## src/rtl/serial_frame_tx.sv

```systemverilog
// Framed parallel-to-serial transmitter: start(0), DATA_W bits LSB first, stop(1).
// Optional even-parity bit between data and stop when TX_PARITY_EN is defined.
//
// state  | meaning
// IDLE   | line idle high, waiting for ld
// START  | start bit (0) on co
// DATA   | data bits on co, LSB first
// PARITY | even parity of the latched word on co (TX_PARITY_EN only)
// STOP   | stop bit (1) on co; ld here chains the next frame
module serial_frame_tx #(
    parameter int DATA_W = 8
) (
    input  logic              clk,
    input  logic              rst,
    input  logic              ld,
    input  logic              cen,
    input  logic [DATA_W-1:0] par_ld,
    output logic              co
);

    localparam int CNT_W = (DATA_W > 1) ? $clog2(DATA_W) : 1;
    localparam logic [CNT_W-1:0] CNT_LAST = CNT_W'(DATA_W - 1);

    typedef enum logic [2:0] {
        IDLE   = 3'd0,
        START  = 3'd1,
        DATA   = 3'd2,
`ifdef TX_PARITY_EN
        PARITY = 3'd3,
`endif
        STOP   = 3'd4
    } state_t;

    state_t             state;
    logic [DATA_W-1:0]  sreg;
    logic [CNT_W-1:0]   cnt;
`ifdef TX_PARITY_EN
    logic               par_bit;
`endif

    always_ff @(posedge clk) begin
        if (rst) begin
            state <= IDLE;
            sreg  <= '0;
            cnt   <= '0;
            co    <= 1'b1;
`ifdef TX_PARITY_EN
            par_bit <= 1'b0;
`endif
        end else if (cen) begin
            case (state)
                // STOP behaves like IDLE for loading, which gives gapless back-to-back frames
                IDLE, STOP: begin
                    if (ld) begin
                        sreg  <= par_ld;
                        cnt   <= '0;
                        co    <= 1'b0;
                        state <= START;
`ifdef TX_PARITY_EN
                        par_bit <= ^par_ld;
`endif
                    end else begin
                        co    <= 1'b1;
                        state <= IDLE;
                    end
                end
                START: begin
                    co    <= sreg[0];
                    sreg  <= sreg >> 1;
                    state <= DATA;
                end
                DATA: begin
                    if (cnt == CNT_LAST) begin
`ifdef TX_PARITY_EN
                        co    <= par_bit;
                        state <= PARITY;
`else
                        co    <= 1'b1;
                        state <= STOP;
`endif
                    end else begin
                        co    <= sreg[0];
                        sreg  <= sreg >> 1;
                        cnt   <= cnt + CNT_W'(1);
                    end
                end
`ifdef TX_PARITY_EN
                PARITY: begin
                    co    <= 1'b1;
                    state <= STOP;
                end
`endif
                default: begin
                    co    <= 1'b1;
                    state <= IDLE;
                end
            endcase
        end
    end

endmodule

```

## config.mk

```make
export PLATFORM = sky130hd
export DESIGN_NAME = serial_frame_tx
export DESIGN_NICKNAME = d
export VERILOG_FILES = /design/src/rtl/serial_frame_tx.sv
export SDC_FILE = /design/constraint.sdc
export NUM_CORES = 1
export LEC_CHECK = 0
export CAP_MARGIN = 20
export CORE_AREA = 2 2 41 43
export CTS_BUF_LIST = sky130_fd_sc_hd__clkbuf_16
export CTS_CLUSTER_DIAMETER = 80
export DETAILED_ROUTE_END_ITERATION = 16
export DIE_AREA = 0 0 43 45
export HOLD_SLACK_MARGIN = 0.06
export PLACE_DENSITY = 0.77
export SETUP_SLACK_MARGIN = 0.1
export SLEW_MARGIN = 25
export SYNTH_ARGS = -nofsm -noshare
export SYNTH_HDL_FRONTEND = slang
export SYNTH_SLANG_ARGS = --single-unit
```

## constraint.sdc

```tcl
create_clock -name clk -period 3.7 [get_ports clk]
set_input_delay 0.37 -clock clk [delete_from_list [all_inputs] [get_ports clk]]
set_output_delay 0.37 -clock clk [all_outputs]
set_load 0.1 [all_outputs]
```

# Yosys cells after proc, flatten, opt, wreduce, memory -nomap -nowiden
# Index checks and enable logic that the tools add are counted.
# Widths: inputs -> output; s select.
[word_totals] register_bits=15 latch_bits=0 ram_bits=0 rom_bits=0 in_bits=12 output_inout_bits=1 wordCells=31 n_memories=0
[op_classes] n_addsub=1 multipliers=0 div=0 order_cmp=0 eq_ne=7 n_shift=0 mux=12 bitwise=0 reduce_logical=7
[op_table] operator="$pmux 8 s3" count=1
[op_table] operator="$mux 8" count=2
[op_table] operator="$mux 3" count=3
[op_table] operator="$pmux 3 s3" count=1
[op_table] operator="$reduce_and 4->1" count=2
[op_table] operator="$eq 3x3->1 const B" count=2
[op_table] operator="$ne 2x2->1 const B" count=3
[op_table] operator="$pmux 3 s2" count=1
[op_table] operator="$add 3x1->3 const B" count=1
[op_table] operator="$eq 3x1->1 const B" count=1
[op_table] operator="$eq 3x2->1 const B" count=1
[op_table] operator="$logic_not 3->1" count=1
[op_table] operator="$mux 1" count=3
[op_table] operator="$pmux 1 s3" count=1
[op_table] operator="$reduce_bool 3->1" count=1
[op_table] operator="$reduce_and 2->1" count=1
[op_table] operator="$reduce_bool 2->1" count=1
[op_table] operator="$reduce_or 2->1" count=1

# Depth between registers and ports, before layout
[depth] ltp_word=4 ltp_mapped=7 depth_no_buf=6

# Worst setup path before layout
# Ideal clock, no wire load.
[synth_path] path_type="flip-flop to flip-flop" startpoint="register cnt[0]" endpoint="register sreg[3]" setup_time_ns=0.079 arrival_time_ns=1.515 t_required_ns=3.621 setup_slack_ns=2.106 path_stages_with_launch=8 path_buffers=1 synth_period_minus_slack_ns=1.594 cell_sequence="dfxtp_1 > ha_1 > ha_1 > nor3b_4 > o311a_4 > buf_6 > nor2_1 > a211oi_2"
[synth_via] elab_chain_cells=3
[synth_rtl] item="start: declaration" line_no="36" text="logic [CNT_W-1:0] cnt;"
[synth_rtl] item="start signal: assignment" line_no="84" text="cnt <= cnt + CNT_W'(1);"
[synth_rtl] item="$eq 3x3->1" line_no="73" text="if (cnt == CNT_LAST) begin"
[synth_rtl] item="$ne 2x2->1 (no line)"
[synth_rtl] item="$reduce_and 4->1 (no line)"
[synth_rtl] item="end signal: assignment" line_no="55" text="sreg <= par_ld;"
[synth_rtl] item="end signal: assignment" line_no="69" text="sreg <= sreg >> 1;"
[synth_rtl] item="end signal: assignment" line_no="83" text="sreg <= sreg >> 1;"
[synth_rtl] item="end: declaration" line_no="35" text="logic [DATA_W-1:0] sreg;"
# Every way passes these cells.
# A chain may end at the register's enable or synchronous reset.

# Final worst setup path
[layout_path] startpoint="register co" endpoint="output co"
[layout_lines] item="start: declaration" line_no="18" text="output logic co"
[layout_lines] item="start signal: assignment" line_no="68" text="co <= sreg[0];"
[layout_lines] item="start signal: assignment" line_no="82" text="co <= sreg[0];"
# No word-level cell between the ends.

==> run metrics <==
Yosys top cell area share=39.3%; Mapped Cells=81; Port Buffers=12; Min-Delay Path Class=flip-flop to flip-flop; number of global-route vias before repair=between 500 and 600; synthesized flop and latch total=15; CP delay by family, top=buffers and inverters; global route total overflow=0; Antenna Nets Post-Route=0; synthesized area=roughly 760 um2; worst clock skew=0.00337 ns; # nets final=~110; Crit. End Element=output pin; Die X=43 um; R2R cell count=6; Crit path largest cell delay=1.13 ns; Worst path depth=1; CP max stage cell=clkdlybuf4s50_1; Seq/Total Area, Yosys=between 30% and 40%; reg2reg end=sreg[5]; final-report max-slew violation count=0; RSZ-0062 raised after global routing=false; post-synth net total=between 90 and 100; Max Clk Rate=between 400 and 500 MHz; Yosys warnings=0; synthesis-to-layout area growth=25.1%; num rows=14; Synth area leader=dfxtp_1; wire length on met2=~660 um; Leak=between 0.3 and 0.4 nW; FF+latch area=~300 um2; Post-CTS Setup Bufs=0; Clock Path Buffers=2; Worst setup endpoint=co; post-cts resize count=0; core area=about 1500 um2; final period utilization=between 50% and 60%; Vias/cell=roughly 5.7; # fillers=around 140; CTS H-Tree Depth=1; Starting Density=between 50% and 60%; die height=roughly 45 um; multi-input logic area=about 430 um2; final hold violation count=0; clock sink total=15; # DRC=0; min cycle time layout=a little over 2 ns; dpl cells=about 110; first-pass GRT wire length=roughly 2.5 mm; worst path bufs/invs=1; Final GP Congestion=0.766; setup TNS=0 ns; max layer used=met4; Num CTS Buffers=3; Critical Path Fanout Max=2; layout cell share with drive strength beyond 1=approximately 8.6%; worst IR drop on VDD=0.339 mV; synth top area cells=dfxtp_1, mux2i_1, a211oi_1; DP HPWL=966 um; Skew-Pair Late Insertion Delay=roughly 0.24 ns; worst r2r src=cnt[0]; antenna cells=0; WP data arrival=1.69 ns; max cap viols=0; syn_area_per_cell=between 9 and 10 um2; drt total wl=between 1 and 1.5 mm; Power per Cell Area=about 470 nW/um2; cells along the critical path=clkdlybuf4s50_1; Setup crit start kind=flip-flop; status=finished, final reports clean; WL met1=between 600 and 700 um; worst slew pin tran=0.957 ns; largest net degree at the start of global routing=17; Cell variety after synth=30; IO Count=13; CTS tree=built; reg-to-reg slack, setup=approximately 1.9 ns; Routed met3 length=between 50 and 60 um; Rel. slew slack=a little over a third; 1st-pass router iterations=4; Layout Cells excl Fill=about 110; DR WL/cell=around 13 um; antenna violations before repair=0; Worst Path Class, Setup=flip-flop to output pin; Worst-path clk slew=0.05 ns; Detailed Route Iter0 Violations=12; Global Route Usage Sum=between 10% and 20%; Critical path origin=co; Via Count=between 600 and 700; # setup viols final=0; die area=just under 2000 um2; required time of the critical path=around 3.3 ns; # hold bufs at CTS=0; CTS root buf=clkbuf_16
-- power by group --
part           internal [mW]  switching (mW)  total, mW  leakage (nW)
logic                 0.0323          0.0354     0.0677         0.177
registers              0.172         0.00745      0.179         0.123
clock network          0.143          0.0618      0.205        0.0423
-- kinds of logic (layout without fill, tap and decap cells) --
logic type      Yosys count  count (layout)  synth area share [%]
compound gates           24              24                  23.1
xor+xnor                  1               1                  1.15
fa+ha+maj                 2               2                  3.28
buf+inv                   6              18                  4.59
flops                    15              15                  39.3
mux                       7               7                  9.18
simple gates             26              26                  19.3
-- per-layer routing --
layer | vias to the layer above | GRT usage [%]
li1 | 324 | -
met1 | 288 | 22.6
met2 | 10 | 26.7
met3 | 2 | 4.80
met4 | 0 | 10.9
met5 | - | 0
-- tightest hold or removal path, delay by kind of cell (launching register included) --
family	cells	cell delay, ns
flops	1	0.30
simple gates	1	0.05
compound gates	1	0.05
-- worst min path at each step --
stage,startpoint,to,slack (ns),cells after the start
2_1_floorplan,cnt[1],cnt[1],0.44,2
3_3_place_gp,cnt[1],cnt[1],0.45,2
3_5_place_dp,cnt[1],cnt[1],0.45,2
4_1_cts,cnt[1],cnt[1],0.46,2
5_1_grt,cnt[2],cnt[2],0.48,2
6_report,cnt[1],cnt[1],0.45,2
-- registers in the layout (all words and copies together), names as in the netlist --
signal / count
cnt: 3
co: 1
sreg: 8
state: 3
-- cell usage after synthesis --
cell type / count
or3b_1: 1
o22ai_1: 1
buf_6: 1
o311a_4: 1
xnor2_1: 1
dfxtp_1: 15
nand2b_1: 1
a211oi_2: 2
o31ai_1: 1
nor2_1: 10
a211oi_1: 6
buf_2: 1
nor3b_1: 1
clkbuf_1: 1
or3_1: 1
nand2_1: 4
nor2b_1: 3
buf_4: 1
o21ai_1: 1
o21a_1: 1
nor3b_4: 1
o21ai_0: 2
mux2i_1: 7
inv_1: 2
ha_1: 2
nand3b_1: 1
nor2_4: 1
a32oi_1: 1
a21oi_1: 8
nand3_1: 2
-- cell type report --
class,instances,share of cell area (%)
multi-input cells,60,44.8
flip-flops and latches,15,31.5
repair buffers,12,12.6
clock buffers,3,7.86
well taps,16,2.10
inverters,2,0.786
clock inverters,1,0.393
-- cells in the final DEF, fill, tap and decap left out, types with 3 or more instances in the layout --
cell type	count
dfxtp_1	15
clkdlybuf4s50_1	12
nor2_1	10
a21oi_1	8
mux2i_1	7
a211oi_1	6
nand2_1	4
nor2b_1	3
inv_1	3
clkbuf_16	3
-- per-stage QoR --
step	util (%)	setup WS, ns	total power, mW	instance area (um2)	hold WS (ns)
3_5_place_dp	59.5	1.75	0.249	876	0.452
6_report	64.9	1.64	0.452	955	0.453
3_3_place_gp	59.5	1.84	0.247	876	0.454
5_1_grt	64.9	1.61	0.470	955	0.479
2_1_floorplan	-	2.11	0.229	763	0.436
4_1_cts	64.9	1.63	0.456	955	0.457
(Power assumes the default switching activity.)
